File: config.mk
export PLATFORM = sky130hd
export DESIGN_NAME = seven_seg_reader
export DESIGN_NICKNAME = d
export VERILOG_FILES = /design/src/rtl/seven_seg_reader.sv
export SDC_FILE = /design/constraint.sdc
export NUM_CORES = 1
export LEC_CHECK = 0
export BUFFER_PORTS_ARGS = -buffer_cell sky130_fd_sc_hd__buf_2
export CAP_MARGIN = 10
export CORE_UTILIZATION = 25
export CTS_BUF_LIST = sky130_fd_sc_hd__clkbuf_4
export DETAILED_ROUTE_END_ITERATION = 6
export GPL_TIMING_DRIVEN = 0
export SLEW_MARGIN = 20
export SYNTH_ARGS = -nofsm -noshare
export SYNTH_HDL_FRONTEND = slang
export SYNTH_SLANG_ARGS = --single-unit
File: constraint.sdc
create_clock -name clk -period 2.31 [get_ports clk]
set_clock_uncertainty 0.2 [all_clocks]
set_input_delay 0.1155 -clock clk [delete_from_list [all_inputs] [get_ports clk]]
set_output_delay 0.1155 -clock clk [all_outputs]
set_load 0.02 [all_outputs]
File: src/rtl/seven_seg_reader.sv
// Seven-segment bus reader: samples a multiplexed active-low segment/select bus,
// waits for a stable pattern, and decodes it back into per-digit hex nibbles.
module seven_seg_reader #(
  parameter int unsigned DIGITS        = 4,
  parameter int unsigned STABLE_CYCLES = 4,
  localparam int unsigned IdxW         = (DIGITS > 1) ? $clog2(DIGITS) : 1
) (
  input  logic                  clk,
  input  logic                  rst,
  input  logic [6:0]            seg_n,
  input  logic [DIGITS-1:0]     an_n,
  output logic [4*DIGITS-1:0]   value,
  output logic [DIGITS-1:0]     digit_valid,
  output logic                  update,
  output logic                  bad_pattern,
  output logic [IdxW-1:0]       bad_digit
);

  localparam int unsigned CntW = $clog2(STABLE_CYCLES) + 1;
  localparam logic [CntW-1:0] CntMax = CntW'(STABLE_CYCLES - 1);

  typedef enum logic [0:0] {StTrack, StLocked} state_e;

  state_e              state_q, state_d;
  logic [CntW-1:0]     cnt_q, cnt_d;
  logic [6:0]          seg_q, seg_prev_q;
  logic [DIGITS-1:0]   an_q, an_prev_q;

  logic [DIGITS-1:0]   sel;
  logic                sel_legal;
  logic [IdxW-1:0]     sel_idx;
  logic                changed;
  logic                accept;
  logic [4:0]          dec;

  logic [4*DIGITS-1:0] value_d;
  logic [DIGITS-1:0]   valid_d;
  logic                update_d;
  logic                bad_d;
  logic [IdxW-1:0]     bad_digit_d;

  // Returns {legal, nibble}; legal=0 for blank and unknown patterns.
  function automatic logic [4:0] decode(input logic [6:0] s);
    logic [4:0] r;
    case (s)
      7'h40:   r = 5'h10;
      7'h79:   r = 5'h11;
      7'h24:   r = 5'h12;
      7'h30:   r = 5'h13;
      7'h19:   r = 5'h14;
      7'h12:   r = 5'h15;
      7'h02:   r = 5'h16;
      7'h78:   r = 5'h17;
      7'h00:   r = 5'h18;
      7'h10:   r = 5'h19;
      7'h08:   r = 5'h1A;
      7'h03:   r = 5'h1B;
      7'h46:   r = 5'h1C;
      7'h21:   r = 5'h1D;
      7'h06:   r = 5'h1E;
      7'h0E:   r = 5'h1F;
      default: r = 5'h00;
    endcase
    return r;
  endfunction

  // Select decode: legal only when exactly one select line is driven low.
  always_comb begin
    sel       = ~an_q;
    sel_legal = (sel != '0) && ((sel & (sel - DIGITS'(1))) == '0);
    sel_idx   = '0;
    for (int i = 0; i < DIGITS; i++) begin
      if (sel[i]) sel_idx = IdxW'(i);
    end
    changed = ({seg_q, an_q} != {seg_prev_q, an_prev_q});
  end

  // Stability FSM: count identical legal samples, lock once accepted.
  always_comb begin
    state_d = state_q;
    cnt_d   = cnt_q;
    accept  = 1'b0;
    unique case (state_q)
      StTrack: begin
        if (changed || !sel_legal) cnt_d = '0;
        else                       cnt_d = cnt_q + CntW'(1);
      end
      StLocked: begin
        if (changed || !sel_legal) begin
          cnt_d   = '0;
          state_d = StTrack;
        end
      end
      default: begin
        cnt_d   = '0;
        state_d = StTrack;
      end
    endcase
    // With STABLE_CYCLES=1 a freshly changed legal sample is accepted at once.
    if (sel_legal && (state_d == StTrack) && (cnt_d == CntMax)) begin
      accept  = 1'b1;
      state_d = StLocked;
    end
  end

  // Output next-state: only the selected digit is touched on acceptance.
  always_comb begin
    value_d     = value;
    valid_d     = digit_valid;
    update_d    = 1'b0;
    bad_d       = 1'b0;
    bad_digit_d = bad_digit;
    dec         = decode(seg_q);
    if (accept) begin
      if (dec[4]) begin
        if (!digit_valid[sel_idx] || (value[4*int'(sel_idx) +: 4] != dec[3:0])) begin
          update_d = 1'b1;
        end
        value_d[4*int'(sel_idx) +: 4] = dec[3:0];
        valid_d[sel_idx]              = 1'b1;
      end else begin
        valid_d[sel_idx] = 1'b0;
        if (seg_q != 7'h7F) begin
          bad_d       = 1'b1;
          bad_digit_d = sel_idx;
        end
      end
    end
  end

  // State and output registers with synchronous reset.
  always_ff @(posedge clk) begin
    if (rst) begin
      seg_q       <= '1;
      an_q        <= '1;
      seg_prev_q  <= '1;
      an_prev_q   <= '1;
      cnt_q       <= '0;
      state_q     <= StTrack;
      value       <= '0;
      digit_valid <= '0;
      update      <= 1'b0;
      bad_pattern <= 1'b0;
      bad_digit   <= '0;
    end else begin
      seg_q       <= seg_n;
      an_q        <= an_n;
      seg_prev_q  <= seg_q;
      an_prev_q   <= an_q;
      cnt_q       <= cnt_d;
      state_q     <= state_d;
      value       <= value_d;
      digit_valid <= valid_d;
      update      <= update_d;
      bad_pattern <= bad_d;
      bad_digit   <= bad_digit_d;
    end
  end

endmodule

==> flow_summary.toml <==
[layout]
syn_to_final_growth_pct = 29.9
post-route-cell-area_um2 = 3600
num-fill-cells = 1142
fin_util = 0.333
final_cell_mix = "dfxtp_1 (42), buf_2 (37), nand2b_1 (24), or2_2 (24), mux2i_1 (24)"
fin_nets = 389
drive_gt1_frac = 0.350
layout_commonest_cell = "dfxtp_1"
antenna_cells = 0

[placement]
io_buffers = 36
hpwl_um = 5370
place_area_um2 = 3130
gp_congestion = 0.872

[floorplan]
die_y_um = 107
start_util = 0.256
die_area_um2 = 11500
core_um2 = 10800
ios = 37
fp-row-count = 38
dieWidth_um = 107

[timing]
timing.fmax_mhz = 425
rsz0062_at_grt = "yes"
maxSlewViolCount = 0
fin_crit_ns = 2.35
period_share = 1.02
max_slew.worst_pin.slew_ns = 0.688
fin_ws_ns = -0.0446
finalHoldViolCount = 0
setup_viol = 1
timing.hold.ws_ns = 0.242
slew_headroom = 0.541

[logic_synthesis]
synth_cells = 310
ys_seq_area_frac = 0.361
async_reset_ff_frac = 0
synth_cell_types = 60
synth_fp_nets = 329
synth_edf_count = 0
yosys_warnings = 0
syn_area_per_cell_um2 = 8.95
ys.flop_type = "dfxtp_1"
ys_ff_latch = 50
synth_area_um2 = 2780

[grt]
grt_start_max_net_pins = 16
grtUsageTotal = 0.134
gr-total-overflow = 0
grt_pass1_vias = 2391
grt_pass1_wl_um = 12100
antenna_found_initial = 0

[cts]
cts_buffers = 5
cts.sinks = 50
htreeDepth = 2
cts_root_buf = "clkbuf_4"
cts_tree = "yes"
clockBufferDepth = 2
clk_latency_ns = 0.37
clkSlewWorstSetupHoldPaths_ns = 0.16

[drt]
wl_um = 7590
viasPerCell = 4.87
drc = 0
drtIter0Drc = 130
dr.pass1.iters = 4
ant_nets = 0
wl_per_cell_um = 14.8
vias = 2489

[pwr]
p_total_mw = 1.60
combPwrFrac = 0.180
power_leakage_nw = 1.49
power_density_nw_per_um2 = 443
switching_share = 0.295
pwr-share-clk = 0.258
p_sw_mw = 0.471
ir_drop_uv = 246
power_frac_seq = 0.562
p_int_mw = 1.12

[critical_path]
worstPathRequired_ns = 2.43
r2r_cells = 8
r2r_start = "an_q[2]"
cp_max_fo = 6
critPathLaunchType = "flip-flop"
ff2ff_setup_slack_ns = -0.04
cp-end-kind = "flip-flop"
crit_type = "flip-flop to flip-flop"
worstPathArrival_ns = 2.47
r2r-end = "update"

[worst_hold_path]
whs_endpoint = "an_q[1]"
min_path_cells = 3
worst_hold_startpoint = "an_n[1]"
min_path_type = "primary input to flip-flop"

[job]
maxCapViolations = 0

[run_status]
violations = "setup timing"
status = "finished, violations left"
how the worst max path moves through the flow:
stage	startpoint	endpoint	slack, ns	cells after the start
finish	an_q[2]	update	-0.04	8
detailed placement	an_q[3]	value[4]	-0.72	7
global placement	an_q[3]	value[4]	-0.64	7
global route	an_q[1]	update	-0.15	7
floorplan	an_q[3]	value[4]	-0.02	7
CTS	seg_q[5]	update	-0.008	7
synthesized netlist by cell type, types with 2 or more instances:
cell,n,area share
buf_2,6,0.011
buf_4,2,0.0054
ha_1,6,0.027
dfxtp_1,50,0.36
a31oi_1,3,0.0068
nor4_2,2,0.0090
nand4_1,5,0.011
a211oi_1,3,0.0081
nor3b_1,4,0.011
a21oi_1,11,0.020
and3_1,5,0.011
a22oi_1,2,0.0054
mux2i_1,25,0.090
xnor2_1,8,0.025
nand2b_1,24,0.054
clkbuf_1,10,0.014
nand3_1,5,0.0090
nand3_2,4,0.014
inv_1,3,0.0041
nand2_1,16,0.022
xor2_1,8,0.025
nor3_1,7,0.013
a41o_1,2,0.0072
a21bo_2,3,0.011
o21ai_0,8,0.014
o211ai_1,2,0.0054
or2_2,24,0.054
nor2_1,19,0.026
nor2b_1,5,0.011
nand3b_1,2,0.0054
or4_1,3,0.0081
nor4_1,4,0.0090
and4b_1,2,0.0072
cell type report:
| type | instances | area, um^2 | area share |
|---|---|---|---|
| tap | 140 | 175 | 0.0486 |
| clock buffer | 5 | 37.5 | 0.0104 |
| sequential | 50 | 1020 | 0.282 |
| clock inverter | 3 | 16.3 | 0.00451 |
| timing repair buffer | 57 | 368 | 0.102 |
| buffer | 18 | 130 | 0.0361 |
| multi-input combinational | 234 | 1850 | 0.512 |
| inverter | 4 | 15.0 | 0.00417 |
power groups by stage:
stage          Clock (mW)  Sequential [mW]  Combinational, mW
3_3_place_gp            0            0.913              0.211
6_report            0.412            0.897              0.287
4_1_cts             0.419            0.897              0.272
5_1_grt             0.457            0.900              0.309
2_1_floorplan           0            0.909              0.160
3_5_place_dp            0            0.913              0.216
critical path, cell delays in order, from the launching register on:
cell     delay (ns)
dfxtp_1        0.34
buf_2          0.20
and2_4         0.22
inv_2          0.07
nor3_2         0.14
a21oi_2        0.12
or3_4          0.40
or4_4          0.45
a31oi_4        0.15
per-layer routing:
| layer | track usage | part of all wire | wire length (um) | vias to the layer above |
|---|---|---|---|---|
| met5 | 0 | 0 | 0 | - |
| li1 | - | - | - | 1215 |
| met1 | 0.174 | 0.47 | 3570 | 1217 |
| met2 | 0.227 | 0.49 | 3690 | 51 |
| met4 | 0.0372 | 0.0075 | 57 | 0 |
| met3 | 0.0224 | 0.036 | 272 | 6 |
through the flow:
step / TNS, ns / setup slack (ns) / cells
after detailed placement: -10.46 / -0.719 / 486
after global placement: -9.95 / -0.642 / 486
after floorplan: -0.253 / -0.0223 / 310
final: -0.0446 / -0.0446 / 511
after CTS: -0.00844 / -0.00844 / 507
after global routing: -0.362 / -0.149 / 511
sequential cells by signal (all words and copies together) (netlist names), named ones only:
register / cells
value: 16
seg_prev_q: 7
seg_q: 7
an_prev_q: 4
an_q: 4
cnt_q: 3
bad_digit: 2
bad_pattern: 1
state_q: 1
update: 1
timing repair:
| action | 4_1_cts | 5_1_grt |
|---|---|---|
| pin swaps | 5 | 10 |
| hold endpoints to repair | 17 | 0 |
| setup buffers | 5 | 4 |
| resized for setup | 39 | 23 |
| endpoints found under the setup margin | 24 | 24 |
| hold buffers | 12 | 0 |
logic make-up (layout without fill, tap and decap cells):
| family | after synthesis | in the layout | synth area share |
|---|---|---|---|
| compound gates | 44 | 44 | 0.111 |
| xor+xnor | 16 | 16 | 0.0505 |
| fa+ha+maj | 6 | 6 | 0.0271 |
| buf+inv | 26 | 87 | 0.0473 |
| flops | 50 | 50 | 0.361 |
| mux | 26 | 26 | 0.0942 |
| simple gates | 142 | 142 | 0.309 |
Power figures use the tool's default switching activity.
